<file path="src/rtl/hazard_pkg.sv">
// Shared types and constants for the hazard / forwarding controller.
// The in-flight tag is stored with a fixed-width rd field (TAG_RD_W) so the
// struct can be shared by modules with different REG_AW values. REG_AW must
// not exceed TAG_RD_W.
package hazard_pkg;

    localparam int TAG_RD_W = 8;

    // Forward select value meaning "take the operand from the register file".
    localparam int FWD_RF = 0;

    typedef struct packed {
        logic                valid;
        logic [TAG_RD_W-1:0] rd;
        logic                regwrite;
        logic                memread;
    } hazard_tag_t;

    // Empty pipeline slot.
    localparam hazard_tag_t BUBBLE_TAG = '0;

endpackage

</file>
<file path="src/rtl/hazard_tag_pipe.sv">
// Shift register of in-flight destination tags. Slot 0 mirrors EX, slot 1
// MEM, and so on. The whole pipe holds while 'hold' is high; otherwise every
// tag moves one slot older and slot 0 takes in_tag (the caller supplies
// BUBBLE_TAG when nothing real enters EX).
module hazard_tag_pipe
    import hazard_pkg::*;
#(
    parameter int DEPTH = 3
) (
    input  logic        clk,
    input  logic        rst_n,
    input  logic        hold,
    input  hazard_tag_t in_tag,
    output hazard_tag_t slots [DEPTH]
);

    hazard_tag_t slot_reg [DEPTH];

    // Advance all slots together unless the pipe is frozen.
    always_ff @(posedge clk or negedge rst_n) begin
        if (!rst_n) begin
            for (int j = 0; j < DEPTH; j++) begin
                slot_reg[j] <= BUBBLE_TAG;
            end
        end else if (!hold) begin
            slot_reg[0] <= in_tag;
            for (int j = 1; j < DEPTH; j++) begin
                slot_reg[j] <= slot_reg[j-1];
            end
        end
    end

    generate
        for (genvar gi = 0; gi < DEPTH; gi++) begin : g_out
            assign slots[gi] = slot_reg[gi];
        end
    endgenerate

endmodule

</file>
<file path="src/rtl/hazard_fwd_ctrl.sv">
// Hazard and forwarding controller for the in-order pipeline.
// Tracks in-flight destination tags, resolves EX operand forward selects one
// stage early (in ID) and registers them for the EX cycle, and produces the
// load-use stall, memory-freeze and taken-branch squash controls.
// Optional: define HAZARD_PERF_EN to add saturating 32-bit event counters
// perf_loaduse, perf_flush and perf_fwd.
module hazard_fwd_ctrl
    import hazard_pkg::*;
#(
    parameter int REG_AW       = 5,
    parameter int FWD_DEPTH    = 2,
    parameter int LOAD_FWD_SEL = 2,
    parameter int SELW         = $clog2(FWD_DEPTH + 1)
) (
    input  logic              clk,
    input  logic              rst_n,
    input  logic              id_valid,
    input  logic [REG_AW-1:0] id_rs1,
    input  logic [REG_AW-1:0] id_rs2,
    input  logic              id_rs1_used,
    input  logic              id_rs2_used,
    input  logic [REG_AW-1:0] id_rd,
    input  logic              id_regwrite,
    input  logic              id_memread,
    input  logic              mem_stall,
    input  logic              ex_branch_taken,
    output logic [SELW-1:0]   fwd_sel_rs1,
    output logic [SELW-1:0]   fwd_sel_rs2,
    output logic              stall_if_id,
    output logic              bubble_ex,
    output logic              flush_if_id
`ifdef HAZARD_PERF_EN
    ,
    output logic [31:0]       perf_loaduse,
    output logic [31:0]       perf_flush,
    output logic [31:0]       perf_fwd
`endif
);

    localparam int NSLOT = FWD_DEPTH + 1;

    hazard_tag_t       slots [NSLOT];
    hazard_tag_t       id_tag;
    hazard_tag_t       ins_tag;
    logic              match_rs1 [NSLOT];
    logic              match_rs2 [NSLOT];
    logic [SELW-1:0]   fwd_sel_rs1_next;
    logic [SELW-1:0]   fwd_sel_rs2_next;
    logic [SELW-1:0]   fwd_sel_rs1_reg;
    logic [SELW-1:0]   fwd_sel_rs2_reg;
    logic              lu_rs1;
    logic              lu_rs2;
    logic              load_use;

    // Tag describing the instruction currently in ID.
    always_comb begin
        id_tag          = BUBBLE_TAG;
        id_tag.valid    = 1'b1;
        id_tag.rd       = TAG_RD_W'(id_rd);
        id_tag.regwrite = id_regwrite;
        id_tag.memread  = id_memread;
    end

    // A slot matches an operand only if it really writes a nonzero rd that
    // the ID instruction actually reads.
    generate
        for (genvar gi = 0; gi < NSLOT; gi++) begin : g_match
            assign match_rs1[gi] = slots[gi].valid && slots[gi].regwrite &&
                                   (slots[gi].rd != '0) &&
                                   (slots[gi].rd == TAG_RD_W'(id_rs1)) && id_rs1_used;
            assign match_rs2[gi] = slots[gi].valid && slots[gi].regwrite &&
                                   (slots[gi].rd != '0) &&
                                   (slots[gi].rd == TAG_RD_W'(id_rs2)) && id_rs2_used;
        end
    endgenerate

    // Youngest-match priority: scan oldest to youngest so the youngest hit
    // overrides. The WB slot is never a forward source (write-through RF).
    // A hit on a load whose data is not yet at a usable tap is a load-use.
    always_comb begin
        fwd_sel_rs1_next = SELW'(FWD_RF);
        fwd_sel_rs2_next = SELW'(FWD_RF);
        lu_rs1           = 1'b0;
        lu_rs2           = 1'b0;
        for (int j = FWD_DEPTH - 1; j >= 0; j--) begin
            if (match_rs1[j]) begin
                fwd_sel_rs1_next = SELW'(j + 1);
                lu_rs1           = slots[j].memread && ((j + 1) < LOAD_FWD_SEL);
            end
            if (match_rs2[j]) begin
                fwd_sel_rs2_next = SELW'(j + 1);
                lu_rs2           = slots[j].memread && ((j + 1) < LOAD_FWD_SEL);
            end
        end
    end

    // A bubble in ID cannot depend on anything, so it never stalls.
    assign load_use = id_valid && (lu_rs1 || lu_rs2);

    // Priority: mem_stall > taken branch > load-use.
    assign stall_if_id = mem_stall || (!ex_branch_taken && load_use);
    assign bubble_ex   = !mem_stall && (ex_branch_taken || load_use);
    assign flush_if_id = !mem_stall && ex_branch_taken;

    // Only a real, non-stalled, non-squashed ID instruction enters EX.
    assign ins_tag = (id_valid && !load_use && !ex_branch_taken) ? id_tag : BUBBLE_TAG;

    hazard_tag_pipe #(
        .DEPTH (NSLOT)
    ) u_tag_pipe (
        .clk    (clk),
        .rst_n  (rst_n),
        .hold   (mem_stall),
        .in_tag (ins_tag),
        .slots  (slots)
    );

    // Register the selects as the consumer moves into EX; a bubble gets 0.
    always_ff @(posedge clk or negedge rst_n) begin
        if (!rst_n) begin
            fwd_sel_rs1_reg <= SELW'(FWD_RF);
            fwd_sel_rs2_reg <= SELW'(FWD_RF);
        end else if (!mem_stall) begin
            if (ex_branch_taken || load_use) begin
                fwd_sel_rs1_reg <= SELW'(FWD_RF);
                fwd_sel_rs2_reg <= SELW'(FWD_RF);
            end else begin
                fwd_sel_rs1_reg <= fwd_sel_rs1_next;
                fwd_sel_rs2_reg <= fwd_sel_rs2_next;
            end
        end
    end

    assign fwd_sel_rs1 = fwd_sel_rs1_reg;
    assign fwd_sel_rs2 = fwd_sel_rs2_reg;

`ifdef HAZARD_PERF_EN
    logic [31:0] perf_loaduse_reg;
    logic [31:0] perf_flush_reg;
    logic [31:0] perf_fwd_reg;

    // Saturating event counters, frozen while the memory system stalls.
    always_ff @(posedge clk or negedge rst_n) begin
        if (!rst_n) begin
            perf_loaduse_reg <= '0;
            perf_flush_reg   <= '0;
            perf_fwd_reg     <= '0;
        end else if (!mem_stall) begin
            if (load_use && !ex_branch_taken && (perf_loaduse_reg != '1)) begin
                perf_loaduse_reg <= perf_loaduse_reg + 32'd1;
            end
            if (ex_branch_taken && (perf_flush_reg != '1)) begin
                perf_flush_reg <= perf_flush_reg + 32'd1;
            end
            if (((fwd_sel_rs1_reg != '0) || (fwd_sel_rs2_reg != '0)) &&
                (perf_fwd_reg != '1)) begin
                perf_fwd_reg <= perf_fwd_reg + 32'd1;
            end
        end
    end

    assign perf_loaduse = perf_loaduse_reg;
    assign perf_flush   = perf_flush_reg;
    assign perf_fwd     = perf_fwd_reg;
`endif

endmodule

</file>
<file path="config.mk">
export PLATFORM = sky130hd
export DESIGN_NAME = hazard_fwd_ctrl
export DESIGN_NICKNAME = d
export VERILOG_FILES = /design/src/rtl/hazard_pkg.sv /design/src/rtl/hazard_tag_pipe.sv /design/src/rtl/hazard_fwd_ctrl.sv
export SDC_FILE = /design/constraint.sdc
export NUM_CORES = 1
export LEC_CHECK = 0
export BUFFER_PORTS_ARGS = -buffer_cell sky130_fd_sc_hd__buf_4
export CAP_MARGIN = 20
export CORE_MARGIN = 2
export CORE_UTILIZATION = 50
export DETAILED_ROUTE_END_ITERATION = 8
export HOLD_SLACK_MARGIN = 0.08
export PLACE_DENSITY_LB_ADDON = 0.2
export SLEW_MARGIN = 20
export SYNTH_ARGS = -nofsm -noshare
export SYNTH_HDL_FRONTEND = slang
export SYNTH_SLANG_ARGS = --single-unit
</file>
<file path="constraint.sdc">
create_clock -name clk -period 2 [get_ports clk]
set_clock_uncertainty 0.2 [all_clocks]
set_input_delay 0.2 -clock clk [delete_from_list [all_inputs] [get_ports clk]]
set_output_delay 0.2 -clock clk [all_outputs]
set_load 0.01 [all_outputs]
</file>
==> results of run 1 <==
through the flow:
step           instances  hold slack [ns]
2_1_floorplan         90           -0.296
3_3_place_gp         149           -0.119
3_5_place_dp         149           -0.118
4_1_cts              170            0.105
5_1_grt              172            0.112
6_report             172           0.0967
layer usage:
| metal | part of all wire | GRT usage | wire, µm |
|---|---|---|---|
| met4 | 0.015 | 0.0811 | 40 |
| met3 | 0.040 | 0.0298 | 105 |
| met1 | 0.45 | 0.309 | 1180 |
| met5 | 0 | 0 | 0 |
| met2 | 0.49 | 0.375 | 1290 |
cells by family (layout without fill, tap and decap cells):
family	after synthesis	in the layout	share of synthesized area
flops	19	19	0.443
compound gates	18	18	0.162
mux	7	7	0.0734
xor+xnor	20	20	0.163
buf+inv	4	59	0.0140
simple gates	22	22	0.145
what timing repair did:
action / 4_1_cts / 5_1_grt
endpoints found under the hold margin: 30 / 0
hold buffers: 15 / 0
endpoints found under the setup margin: 2 / 12
buffers inserted: 2 / 2
pin swaps: 4 / 7
resized for setup: 3 / 4
report_power, final:
group | total, µW | switching (µW) | leakage [µW] | internal [µW]
logic | 209 | 89.4 | 0.000485 | 119
clock network | 192 | 114 | 0.0000150 | 77.8
registers | 430 | 25.1 | 0.000257 | 405
total | 830 | 229 | 0.000758 | 602
path summary, 6_finish.rpt:
check | depth (start not counted) | to | from
max | 5 | bubble_ex | u_tag_pipe.slots[26]
min | 2 | fwd_sel_rs2[0] | rst_n
max reg2reg | 7 | u_tag_pipe.slots[27] | u_tag_pipe.slots[26]
min reg2reg | 2 | fwd_sel_rs2[1] | fwd_sel_rs2[1]
max in group asynchronous | 2 | u_tag_pipe.slots[13] | rst_n
min in group clk | 4 | u_tag_pipe.slots[32] | id_valid
layout by cell type, fill, tap and decap left out:
cell | netlist | routed
a31oi_4 | 1 | 1
nand4_1 | 3 | 3
nor4_4 | 2 | 2
nand2_1 | 9 | 9
or3b_1 | 2 | 2
nand4_2 | 1 | 1
o31ai_1 | 4 | 4
nor2_1 | 2 | 2
buf_6 | 0 | 3
dfrtp_1 | 19 | 19
inv_1 | 1 | 1
or4_1 | 1 | 1
mux2_1 | 3 | 3
a22o_1 | 7 | 7
and3b_2 | 0 | 1
dlygate4sd3_1 | 0 | 15
clkbuf_4 | 0 | 3
a21o_1 | 2 | 2
o22ai_2 | 0 | 1
buf_4 | 0 | 36
or3_4 | 0 | 1
xor2_1 | 8 | 8
o311a_4 | 1 | 1
mux2_2 | 4 | 4
clkbuf_1 | 3 | 1
xnor2_2 | 0 | 1
o2111ai_1 | 1 | 1
o21ba_1 | 1 | 1
xnor2_1 | 12 | 11
worst max-delay path, cell delays in order (launching register included):
cell and delay [ns]:
dfrtp_1 0.39, or3_4 0.38, o311a_4 0.31, and3b_2 0.22, o21ba_1 0.18, buf_6 0.12
area by class of cell:
class / count / area [µm²]
Clock buffer: 4 / 26.3
Fill cell: 139 / 405
Inverter: 1 / 3.75
Multi-Input combinational cell: 67 / 603
Sequential cell: 19 / 475
Tap cell: 27 / 33.8
Timing Repair Buffer: 54 / 454
==> results.toml, run 1 <==
[synthesis]
synth_top_cell_by_area = "dfrtp_1"
syn_inst = 90
yosysMostFrequentCell = "dfrtp_1"
ys_ff_latch = 19
synthTopCellsByCount = "dfrtp_1, xnor2_1, nand2_1"
postSynthAreaPerCell_um2 = 11.9
synth_top_area_frac = 0.443
synth_nets = 114
ys_async_sr_fraction = 1.00
synth_ff_type = "dfrtp_1"
ys_types = 24
netlist_area_um2 = 1070
yosysWarnings = 0
synth_edf_count = 0
ys_top_cells_by_area = "dfrtp_1, xnor2_1, xor2_1"
ys_seq_area_frac = 0.443

[sta]
hold_viol = 0
finalSetupTns_ns = -2.01
relSlewSlack = 0.812
setup_viol = 12
slew_viol_final = 0
rsz0062_at_grt = "yes"
fin_crit_sh = 1.15
worst_slack_ns = -0.298
period_needed_ns = 2.30
fmax_mhz = 435
tightest_slew_ns = 0.281

[place]
place_congestion = 0.777
pre_cts_ws_ns = 0.00163
dp_hpwl_um = 1760
numPortBuffers = 30
dpl_cell_area_um2 = 1360

[routing]
drc_errors = 0
drt_iter0_drc = 15
routed_wirelength_um = 2610
drtPass1Iterations = 4
antenna_left = 0
vias = 923
vias_per_cell = 5.37
wl_per_cell_um = 15.2

[clock_network]
root_buffer = "clkbuf_4"
cts_tree = "built"
numClockSinks = 19
cts_buffers = 3
worstSkewPairLatency_ns = 0.30
cts.clk_slew.worst_paths_ns = 0.10
htreeDepth = 1
cts_buffer_depth = 2

[layout]
area_growth_pct = 48.7
largest_reg_flops = 15
nNetsFinal = 170
drive_above_1_share = 0.379
fin_area_um2 = 1600
final_util = 0.798
antenna_cells = 0

[worst_setup_path]
start_kind = "flop"
regToRegSetupSlack_ns = -0.16
worstPathMaxFanout = 4
critPathKind = "flop to output port"
cp.arrival_ns = 1.90
required_ns = 1.60
crit_path_end_kind = "output port"

[floorplanning]
die_h_um = 50.3
dieArea_um2 = 2530
ioPinCount = 31
start_util = 0.536
num_rows = 16
fp.coreArea_um2 = 2000
die_w_um = 50.3

[job]
maxCapViolations = 0

[min_path]
hp-class = "input port to async pin"

[power]
p_per_area_nw_per_um2 = 520
irDropWorstVdd_mv = 0.480
power_uw = 830
p_leak_uw = 0.000758

[outcome]
violations = "setup timing"
status = "complete, but fails checks"

[grt]
antenna_found_initial = 0
overflow = 0
grt_pass1_vias = 937
grt_use_total = 0.228
grt_pass1_wl_um = 4350
grt_max_degree = 26
No activity file was read; power rests on OpenSTA's default activity.
==> run 2, diff against run 1 <==
--- a/config.mk
+++ b/config.mk
@@ -5,10 +5,11 @@
 export SDC_FILE = /design/constraint.sdc
 export NUM_CORES = 1
 export LEC_CHECK = 0
+export ABC_AREA = 1
 export BUFFER_PORTS_ARGS = -buffer_cell sky130_fd_sc_hd__buf_4
 export CAP_MARGIN = 20
 export CORE_MARGIN = 2
-export CORE_UTILIZATION = 50
+export CORE_UTILIZATION = 53
 export DETAILED_ROUTE_END_ITERATION = 8
 export HOLD_SLACK_MARGIN = 0.08
 export PLACE_DENSITY_LB_ADDON = 0.2
==> run 2 against run 1 <==
- the flow still finishes with violations (setup timing)
- synthesized cell count rose by 120%
- global-route usage rose by 7.0 points
- register-to-register slack improved by 0.41 ns
- combinational power rose by 9%
- sequential cell count did not move
- maximum frequency rose by 12%
- largest cell class unchanged
==> results.toml, run 2 <==
[outcome]
violations = "setup timing"
status = "complete, but fails checks"

[sta]
finalSetupTns_ns = -0.0850
fin_crit_sh = 1.02
rsz0062_at_grt = "yes"
fmax_mhz = 489
setup_viol = 2
hold_slack_ns = 0.111
slew_viol_final = 0
period_needed_ns = 2.05
worst_slack_ns = -0.0450
relSlewSlack = 0.662
hold_viol = 0
tightest_slew_ns = 0.505

[synthesis]
synth_top_area_frac = 0.361
synthTopCellsByCount = "nand2_1, inv_1, nor2_1"
netlist_area_um2 = 1320
synth_nets = 222
ys_seq_area_frac = 0.361
postSynthAreaPerCell_um2 = 6.65
ys_async_sr_fraction = 1.00
ys_ff_latch = 19
ys_types = 24
ys_top_cells_by_area = "dfrtp_1, nand2_1, nand3_1"
yosysMostFrequentCell = "nand2_1"
synth_ff_type = "dfrtp_1"
synth_top_cell_by_area = "dfrtp_1"
syn_inst = 198
synth_edf_count = 0
yosysWarnings = 0

[grt]
antenna_found_initial = 0
grt_max_degree = 21
grt_use_total = 0.298
overflow = 0
grt_pass1_vias = 1344
grt_pass1_wl_um = 6150

[power]
p_per_area_nw_per_um2 = 491
irDropWorstVdd_mv = 0.400
p_leak_uw = 0.000929

[routing]
vias_per_cell = 5.51
routed_wirelength_um = 3790
drt_iter0_drc = 79
wl_per_cell_um = 13.8
antenna_left = 0
drtPass1Iterations = 5
drc_errors = 0
vias = 1509

[layout]
final_common_cell = "nand2_1"
nNetsFinal = 269
antenna_cells = 0
drive_above_1_share = 0.283
area_growth_pct = 33.0
num-fill-cells = 205
fin_area_um2 = 1750
final_util = 0.727
final_cell_mix = "nand2_1, buf_4, inv_1"
largest_reg_flops = 15

[place]
numPortBuffers = 30
dpl_cell_area_um2 = 1580
place_congestion = 1.01
pre_cts_ws_ns = 0.204
dp_hpwl_um = 2860

[clock_network]
worstSkewPairLatency_ns = 0.31
cts_buffers = 3
cts.clk_slew.worst_paths_ns = 0.12
root_buffer = "clkbuf_4"
numClockSinks = 19
cts_tree = "built"
cts_buffer_depth = 2
htreeDepth = 1

[floorplanning]
dieArea_um2 = 2900
die_w_um = 53.9
fp.coreArea_um2 = 2410
num_rows = 18
die_h_um = 53.9
ioPinCount = 31
start_util = 0.547

[worst_setup_path]
cp.arrival_ns = 1.65
worstPathMaxFanout = 5
start_kind = "flop"
rr_startpoint = "u_tag_pipe.slots[28]"
required_ns = 1.60
critPathKind = "flop to output port"
crit_path_end_kind = "output port"
crit_start = "u_tag_pipe.slots[28]"

[min_path]
hp-class = "input port to async pin"

[job]
maxCapViolations = 0
==> run 2: power breakdown <==
group	internal, µW	total (µW)	leakage (µW)	switching (µW)
Sequential	405	427	0.000256	22.7
Combinational	98.6	227	0.000656	128
Clock	74.6	206	0.0000177	132
Total	578	860	0.000929	283
==> run 2: worst max-delay path: stages, from the launching register on <==
cell and delay [ns]:
dfrtp_1 0.45, inv_2 0.10, nand2_2 0.05, nand2_2 0.07
nand2_1 0.05, nor2_1 0.10, nand3_2 0.10, nand2_4 0.09
nand3_4 0.07, a21oi_2 0.12, buf_4 0.12
==> run 2: final cells by class <==
class	instances	area, µm²	area share
Timing Repair Buffer	45	365	0.209
Clock inverter	1	5.00	0.00286
Clock buffer	3	22.5	0.0129
Multi-Input combinational cell	147	736	0.420
Tap cell	30	37.5	0.0214
Sequential cell	19	477	0.272
Inverter	29	109	0.0621
==> run 2: worst paths after layout <==
check / endpoint / slack, ns / depth (start not counted)
max: bubble_ex / -0.05 / 10
min: fwd_sel_rs1[0] / 0.11 / 2
max reg2reg: u_tag_pipe.slots[26] / 0.25 / 10
min reg2reg: fwd_sel_rs2[0] / 0.30 / 2
max in group asynchronous: u_tag_pipe.slots[27] / 1.26 / 2
min in group clk: fwd_sel_rs1[1] / 0.15 / 5
==> run 2: per-stage QoR <==
step           instances  total power (µW)
6_report             274               860
4_1_cts              274               851
5_1_grt              274               904
3_3_place_gp         256               630
2_1_floorplan        198               545
3_5_place_dp         256               633
==> run 2: cells by family (layout without fill, tap and decap cells) <==
family,Yosys count,count (layout),share of synthesized area
buffers and inverters,32,78,0.0921
flip-flops,19,19,0.361
AND/OR/NAND/NOR,120,120,0.436
AO/OA/AOI/OAI,27,27,0.111
==> run 2: per-layer routing <==
| metal | vias up | share of wire | wire length [µm] | track usage |
|---|---|---|---|---|
| li1 | 717 | - | - | - |
| met1 | 681 | 0.41 | 1570 | 0.414 |
| met2 | 99 | 0.46 | 1760 | 0.476 |
| met3 | 12 | 0.095 | 362 | 0.0444 |
| met4 | 0 | 0.027 | 103 | 0.0897 |
| met5 | - | 0 | 0 | 0 |
==> run 2: what timing repair did <==
action	4_1_cts	5_1_grt
hold endpoints to repair	32	0
hold buffers	11	0
gates cloned	0	0
buffers inserted	3	0
setup endpoints to repair	2	2
pin swaps	1	0
resized for setup	4	3
